### src/rtl/mux_pkg.sv
// rtl/mux_pkg.sv - shared constants and lane extraction helper for the 16:1 mux
package mux_pkg;

  localparam int N_LANES    = 16;
  localparam int SEL_W      = 4;
  localparam int LANE_W_MAX = 64;

  // Callers zero-pad their packed bus to N_LANES*LANE_W_MAX bits and cast the result to their width.
  function automatic logic [LANE_W_MAX-1:0] lane_of(
    input logic [N_LANES*LANE_W_MAX-1:0] bus,
    input int unsigned                   idx,
    input int unsigned                   w
  );
    logic [LANE_W_MAX-1:0] mask;
    mask = (LANE_W_MAX'(1) << w) - LANE_W_MAX'(1);
    return LANE_W_MAX'(bus >> (idx * w)) & mask;
  endfunction

endpackage

### src/rtl/mux4_to_1.sv
// rtl/mux4_to_1.sv - combinational 4:1 lane selector, leaf of the 16:1 tree
module mux4_to_1 #(
  parameter int DATA_W = 1
) (
  input  logic [DATA_W-1:0] d0_i,
  input  logic [DATA_W-1:0] d1_i,
  input  logic [DATA_W-1:0] d2_i,
  input  logic [DATA_W-1:0] d3_i,
  input  logic [1:0]        sel_i,
  output logic [DATA_W-1:0] y_o
);

  always_comb begin
    y_o = d0_i;
    case (sel_i)
      2'd0: y_o = d0_i;
      2'd1: y_o = d1_i;
      2'd2: y_o = d2_i;
      2'd3: y_o = d3_i;
    endcase
  end

endmodule

### src/rtl/mux16_to_1.sv
// rtl/mux16_to_1.sv - registered 16:1 mux built from a two-level tree of 4:1 selectors
module mux16_to_1
  import mux_pkg::*;
#(
  parameter int DATA_W = 1
) (
  input  logic                      clk,
  input  logic                      rst,
  input  logic [N_LANES*DATA_W-1:0] in_data,
  input  logic [SEL_W-1:0]          sel,
  input  logic                      in_valid,
  output logic [DATA_W-1:0]         out_data,
  output logic                      out_valid
);

  logic [N_LANES*LANE_W_MAX-1:0] bus_pad;
  logic [DATA_W-1:0]             lane [N_LANES];
  logic [DATA_W-1:0]             grp  [4];
  logic [DATA_W-1:0]             sel_data;
  logic [DATA_W-1:0]             out_data_d, out_data_q;
  logic                          out_valid_d, out_valid_q;

  always_comb begin
    bus_pad                         = '0;
    bus_pad[N_LANES*DATA_W-1:0]     = in_data;
  end

  for (genvar k = 0; k < N_LANES; k++) begin : g_lane
    assign lane[k] = DATA_W'(lane_of(bus_pad, k, DATA_W));
  end

  // Level 1: sel[1:0] picks within each group of four lanes.
  for (genvar g = 0; g < 4; g++) begin : g_l1
    mux4_to_1 #(.DATA_W(DATA_W)) u_l1 (
      .d0_i  (lane[4*g]),
      .d1_i  (lane[4*g+1]),
      .d2_i  (lane[4*g+2]),
      .d3_i  (lane[4*g+3]),
      .sel_i (sel[1:0]),
      .y_o   (grp[g])
    );
  end

  mux4_to_1 #(.DATA_W(DATA_W)) u_l2 (
    .d0_i  (grp[0]),
    .d1_i  (grp[1]),
    .d2_i  (grp[2]),
    .d3_i  (grp[3]),
    .sel_i (sel[3:2]),
    .y_o   (sel_data)
  );

  // Data holds on invalid cycles so the output never toggles without a valid beat.
  always_comb begin
    out_valid_d = in_valid;
    out_data_d  = in_valid ? sel_data : out_data_q;
  end

  always_ff @(posedge clk) begin
    if (rst) begin
      out_data_q  <= '0;
      out_valid_q <= 1'b0;
    end else begin
      out_data_q  <= out_data_d;
      out_valid_q <= out_valid_d;
    end
  end

  assign out_data  = out_data_q;
  assign out_valid = out_valid_q;

endmodule

### config.mk
export PLATFORM = sky130hd
export DESIGN_NAME = mux16_to_1
export DESIGN_NICKNAME = d
export VERILOG_FILES = /design/src/rtl/mux_pkg.sv /design/src/rtl/mux4_to_1.sv /design/src/rtl/mux16_to_1.sv
export SDC_FILE = /design/constraint.sdc
export NUM_CORES = 1
export LEC_CHECK = 0
export BUFFER_PORTS_ARGS = -buffer_cell sky130_fd_sc_hd__buf_2
export CAP_MARGIN = 20
export CELL_PAD_IN_SITES_DETAIL_PLACEMENT = 0
export CELL_PAD_IN_SITES_GLOBAL_PLACEMENT = 2
export CORE_MARGIN = 2
export CORE_UTILIZATION = 13
export CTS_CLUSTER_SIZE = 28
export DETAILED_ROUTE_END_ITERATION = 6
export PLACE_DENSITY_LB_ADDON = 0.1
export REMOVE_ABC_BUFFERS = 1
export SETUP_SLACK_MARGIN = 0.5
export SLEW_MARGIN = 20
export SYNTH_ARGS = -nofsm -noshare
export SYNTH_HDL_FRONTEND = slang
export SYNTH_SLANG_ARGS = --single-unit
export TNS_END_PERCENT = 30
### constraint.sdc
create_clock -name clk -period 1.1 [get_ports clk]
set_input_delay 0.11 -clock clk [delete_from_list [all_inputs] [get_ports clk]]
set_output_delay 0.11 -clock clk [all_outputs]
set_load 0.05 [all_outputs]
======== Word level (Yosys, flattened, before mapping) ========
Index checks and enable logic that the tools add are counted.
cells by class
  equality and inequality tests ........... 6
  multiplexer cells ....................... 5
  reduce and logical (&&, ||, !) cells .... 2
operators with widths
  cell                                                 count
  one-hot mux 1 bit (4 select lines)                   5
  equality test 2 bit, second input constant           4
  equality test 2 x 1 -> 1 bit, second input constant  2
  zero test 2 bit                                      2
storage, ports and cells
  flip-flop bits (word level) ............. 2
  input bits .............................. 23
  output and inout port bits .............. 2
  logic and storage cells ................. 15

======== Longest topological paths before layout ========
Gate-level depths: netlist (run 1).
  word-level depth ........................ 3
  gate-level depth with buffers ........... 5
  depth with buffers taken out ............ 4

======== Hierarchy ========
Synthesis (run 1) repeated with hierarchy kept, for this count alone.
unflattened totals
  cell total of the unflattened synthesis .. 10
  area total of the unflattened synthesis .. 172.7 um^2
modules (own cells, without submodules)
  module      instances  cells each  area an instance (um^2)  seq. area each (um^2)
  mux4_to_1   5          1           22.5                     0.0
  mux16_to_1  1          5           60.1                     40.0

======== Worst setup path after synthesis (run 1) ========
OpenSTA, ideal clock, no wires.
  path kind ............................... in2reg
  from .................................... input sel[0]
  to ...................................... register out_data_q (netlist: out_data)
  setup time .............................. 0.058 ns
  arrival ................................. 1.043 ns
  data required time ...................... 1.042 ns
  slack ................................... -0.002 ns
  cell stages on the path ................. 5
  path buffers ............................ 1
  cell sequence ........................... buf_6 mux2i_1 mux4_2 a21oi_1 a31o_1
between the ends
  longest elaborated chain between the ends .. 3
  elaborated cells on any way between the ends .. 9
  classes of those cells .................. 3 x eq/ne; 5 x mux; 1 x reduce/logical
RTL lines
  element                                            RTL line          source
  from (decl)                                        mux16_to_1.sv:10  input logic [SEL_W-1:0] sel,
  equality test 2 bit, or another cell as far along  mux4_to_1.sv:15   case (sel_i)
  one-hot mux 1 bit (4 select lines)                 mux4_to_1.sv:15
  one-hot mux 1 bit (4 select lines) *               mux4_to_1.sv:15
  to (signal assigned)                               mux16_to_1.sv:64  out_data_q <= out_data_d;
  to (decl)                                          mux16_to_1.sv:20  logic [DATA_W-1:0] out_data_d, out_data_q;
Mark *: on every way between the ends. The rest lies on a longest branch, timed or not.
A chain may end at the register's enable or synchronous reset.

======== Worst setup path in the final report (run 1) ========
  from .................................... input sel[3]
  to ...................................... register out_data_q (netlist: out_data)
between the ends
  longest elaborated chain between the ends .. 2
  elaborated cells on any way between the ends .. 5
  classes of those cells .................. 3 x eq/ne; 1 x mux; 1 x reduce/logical
RTL lines
  element                                            RTL line
  equality test 2 bit, or another cell as far along  mux4_to_1.sv:15
  one-hot mux 1 bit (4 select lines) *               mux4_to_1.sv:15
Marks and branches as above.

==> results.cfg, run 1 <==
[finish]
syn_to_final_growth_pct = 90.5
antennaDiodeCount = 0
n_fill_cell = 184
stdcell_area_um2 = 427
nets = 77
drive_above_1_share = 0.673
stdcell_count = 68

[yosys]
synth_most_common_cell = nand2_1
synth-edff-count = 0
syn_area_um2 = 224
yosysTopAreaCell = mux4_2
syn_inst = 23
synth_cell_types = 11
synth_common_cells = 5 x nand2_1, 4 x mux2i_1, 3 x mux4_2
ys_warn_count = 0
syn_avg_cell_area_um2 = 9.74
synth-main-ff-cell = dfxtp_1
ys_ff_latch = 2
ys_seq_area_frac = 0.179
synth_top_area_frac = 0.302
ys_async_sr_fraction = 0
synth_area_leaders = mux4_2 30%, dfxtp_1 18%, mux2i_1 18%

[worst_setup_path]
regToRegSetupSlack_ps = 400
cp.arrival_ps = 1060
critPathLaunchType = input pin
path_class = input pin to flip-flop
path_max_fanout = 2
cp-end-kind = flip-flop
worstPathRequired_ps = 1210

[clocking]
cts_tree = done
clkSinkCount = 2
cts.path.max_buffers = 2
numCtsBuffers = 3
clk_latency_ps = 220
cts.clk_slew.worst_paths_ps = 30
clockRootBuffer = clkbuf_4
cts-htree-levels = 1
ctsHoldBuffers = 0

[place]
place_inst = 65
place_area_um2 = 375
io_buffers = 24
dp_hpwl_um = 619
gp_congestion = 0.628

[global_route]
grt_max_degree = 10
grt_pass1_vias = 322
track_usage = 0.0797
grt_pass1_wl_um = 1180
antenna_found_initial = 0
overflow = 0

[hold_path]
min_path_type = input pin to flip-flop

[die]
die_area_mm2 = 0.00207
start_util = 0.144
pin_count = 25
die_h_um = 45.5
rows = 14
fp.coreArea_mm2 = 0.00156
fp.dieW_um = 45.5

[power]
p_per_area_mw_per_mm2 = 888
ir_worst_vdd_mv = 0.183
leakagePower_nw = 0.216

[timing]
slew_headroom = 0.834
grt_setup_unrepaired = yes
period_minus_slack_ps = 952
max_freq_mhz = 1050
skew_ps = 0
maxSlewViolCount = 0
report.final.setup_viol = 0
worst_slew_pin_slew_ps = 250
fin_crit_sh = 0.865
hold_viol_final = 0
setup_tns_ps = 0

[route]
drt_iter0_drc = 1
wirelength_um = 663
postRouteAntennaNets = 0
wire_per_inst_um = 9.75
viasPerCell = 4.28
drtPass1Iterations = 2
drc = 0
vias = 291

[run]
cap_violations = 0

[run_status]
status = finished clean
sequential cells by signal, summed over array words and instances (netlist names):
| register | flops |
|---|---|
| out_data | 1 |
| out_valid | 1 |
where the power goes:
| part | internal [mW] | leakage [nW] | switching, mW |
|---|---|---|---|
| logic | 0.0809 | 0.186 | 0.0610 |
| clock network | 0.120 | 0.0138 | 0.0372 |
| registers | 0.0783 | 0.0166 | 0.00138 |
| total | 0.279 | 0.216 | 0.0996 |
placed cells by master, fill, tap and decap left out, drive strengths merged:
cell type	n
buf	27
nand2	5
mux2i	4
mux4	3
clkbuf	3
nor2	2
nor2b	2
dfxtp	2
nor3	1
a21oi	1
nor3b	1
a31o	1
area by class of cell:
type	count	area [µm²]	area share
well taps	16	20.0	0.0469
clock buffers	3	22.5	0.0528
flip-flops and latches	2	40.0	0.0938
multi-input cells	20	181	0.425
repair buffers	27	163	0.381
critical path, stage by stage:
cell and delay (ps):
buf_8 70, mux4_2 490, nor3_2 140, a21oi_2 40, a31o_1 210
repair_timing:
action                     in CTS  in global routing
buffers inserted                0                  0
gates resized for setup         5                  2
setup endpoints to repair       3                  3
pin swaps                       2                  3
stage by stage:
step	total power, mW	worst slack (ps)	hold WS, ps	util
finish	0.379	148	92.5	0.274
global route	0.413	98.7	90.2	0.274
CTS	0.390	113	79.5	0.269
detailed placement	0.213	-157	307	0.241
global placement	0.209	-152	304	0.241
floorplan	0.145	33.7	193	-
logic make-up after synthesis:
kind of cell | after synthesis | synth area share
simple gates | 11 | 0.229
mux | 7 | 0.480
compound gates | 2 | 0.0614
flops | 2 | 0.179
buf+inv | 1 | 0.0503
per-layer routing:
layer	wire [µm]	vias up	track usage	share of wire
li1	-	145	-	-
met1	242	128	0.0837	0.37
met2	346	18	0.135	0.52
met3	74	0	0.0238	0.11
met4	0	0	0.0529	0
met5	0	-	0	0
final timing paths:
check                        startpoint                    end  cells after the start
setup / recovery                 sel[3]  out_data$_SDFFE_PP0P_                      5
hold / removal                      rst   out_valid$_SDFF_PP0_                      2
setup reg to reg  out_data$_SDFFE_PP0P_  out_data$_SDFFE_PP0P_                      2
hold reg to reg   out_data$_SDFFE_PP0P_  out_data$_SDFFE_PP0P_                      2
Power figures use the tool's default switching activity.
==> run 2, diff against run 1 <==
- CAP_MARGIN: 20 -> not set
- CORE_UTILIZATION: 13 -> 14
- clock period: 1.1 -> 0.96 ns (I/O delays scaled with it)
==> results.cfg, run 2 (synthesis gave the netlist of run 1 again) <==
[worst_setup_path]
worstPathRequired_ps = 1130
cp_slowest_cell = mux4_2
r2r-start = out_data$_SDFFE_PP0P_
cp-end-kind = flip-flop
regToRegSetupSlack_ps = 260
rr_worst_depth = 2
crit_end = out_data$_SDFFE_PP0P_
path_max_fanout = 9
critPathLaunchType = input pin
reg2reg_to = out_data$_SDFFE_PP0P_
max_stage_delay_ps = 490
path_cells = buf_6 > mux2i_1 > mux4_2 > a21oi_2 > a31o_1
startpoint = sel[0]
cp.arrival_ps = 1070
path_class = input pin to flip-flop

[route]
wirelength_um = 736
wire_per_inst_um = 10.7
drt_iter0_drc = 1
drtPass1Iterations = 2
drc = 0
vias = 295
viasPerCell = 4.28
postRouteAntennaNets = 0

[global_route]
met1_usage = 0.0775
track_usage = 0.0941
grt_pass1_wl_um = 1290
antenna_found_initial = 0
grtUsageMet2 = 0.176
grt_max_degree = 10
overflow = 0
busiest_layer = met2
grt_pass1_vias = 346
met3_usage = 0.0333

[clocking]
post-cts-setup-buffer-count = 0
cts.path.max_buffers = 2
ctsHoldBuffers = 0
clk_latency_ps = 220
clkSinkCount = 2
numCtsBuffers = 3
cts.clk_slew.worst_paths_ps = 30
cts-htree-levels = 1
cts_tree = done
clockRootBuffer = clkbuf_4

[die]
fp.dieW_um = 44.0
die_h_um = 44.0
start_util = 0.149
fp.coreArea_mm2 = 0.00151
pin_count = 25
rows = 14
die_area_mm2 = 0.00194

[timing]
skew_ps = 0
maxSlewViolCount = 0
hold_viol_final = 0
max_freq_mhz = 1100
period_minus_slack_ps = 907
report.final.setup_viol = 0
worst_slew_pin_slew_ps = 250
grt_setup_unrepaired = yes
slew_headroom = 0.835
layout_setup_ws_ps = 52.8
fin_crit_sh = 0.945

[hold_path]
min_path_type = input pin to flip-flop
min_path_cells = 2

[finish]
antennaDiodeCount = 0
regArea_um2 = 40.0
layout_commonest_cell = buf_2
stdcell_area_um2 = 427
multi_input_area_um2 = 181
drive_above_1_share = 0.679
mostFrequentLayoutCells = 22 x buf_2, 5 x nand2_1, 4 x mux2i_1, 4 x buf_4
n_fill_cell = 170
nets = 78
syn_to_final_growth_pct = 90.5

[power]
ir_worst_vdd_mv = 0.157
leakagePower_nw = 0.218
p_per_area_mw_per_mm2 = 1030

[run_status]
status = finished clean

[place]
io_buffers = 24
place_ws_ps = -285
gp_congestion = 0.618
place_area_um2 = 383

[run]
cap_violations = 0
## run 2: metrics by stage
| step | hold WS [ps] | utilization | std cells | TNS, ps | power, mW |
|---|---|---|---|---|---|
| finish | 65.4 | 0.283 | 69 | 0 | 0.437 |
| global route | 89.2 | 0.283 | 69 | 0 | 0.464 |
| CTS | 63.9 | 0.283 | 69 | 0 | 0.447 |
| detailed placement | 295 | 0.254 | 66 | -285 | 0.247 |
| global placement | 290 | 0.254 | 66 | -262 | 0.243 |
| floorplan | 179 | - | 22 | -92.3 | 0.166 |
## run 2: final cells by class
cell class / count / area share
multi-input combinational: 20 / 0.425
clock buffer: 3 / 0.0528
timing repair buffer: 28 / 0.381
sequential: 2 / 0.0938
tap: 16 / 0.0469
## run 2: report_power, final
group          switching [mW]  internal [mW]
logic                  0.0712         0.0919
registers             0.00148         0.0897
clock network          0.0454          0.138
total                   0.118          0.319
## run 2: repair_timing
action / 4_1_cts / 5_1_grt
endpoints found under the hold margin: 0 / 0
pin swaps: 3 / 2
endpoints found under the setup margin: 3 / 3
resized for setup: 5 / 0
## run 2: worst max-delay path: cells and delay by family
| family | cells | cell delay (ps) |
|---|---|---|
| multiplexers | 2 | 600 |
| AO/OA/AOI/OAI | 2 | 260 |
| buffers and inverters | 1 | 120 |
## run 2: per-layer routing
layer  vias up  wire length, µm
met5         -                0
met4         0               10
met3         2               69
met2        17              405
met1       130              251
li1        146                -
## run 2: worst min-delay path by stage
stage | endpoint | startpoint
after floorplan | out_valid$_SDFF_PP0_ | rst
after global placement | out_valid$_SDFF_PP0_ | rst
after detailed placement | out_valid$_SDFF_PP0_ | rst
after CTS | out_valid$_SDFF_PP0_ | rst
after global routing | out_valid$_SDFF_PP0_ | rst
final | out_valid$_SDFF_PP0_ | rst
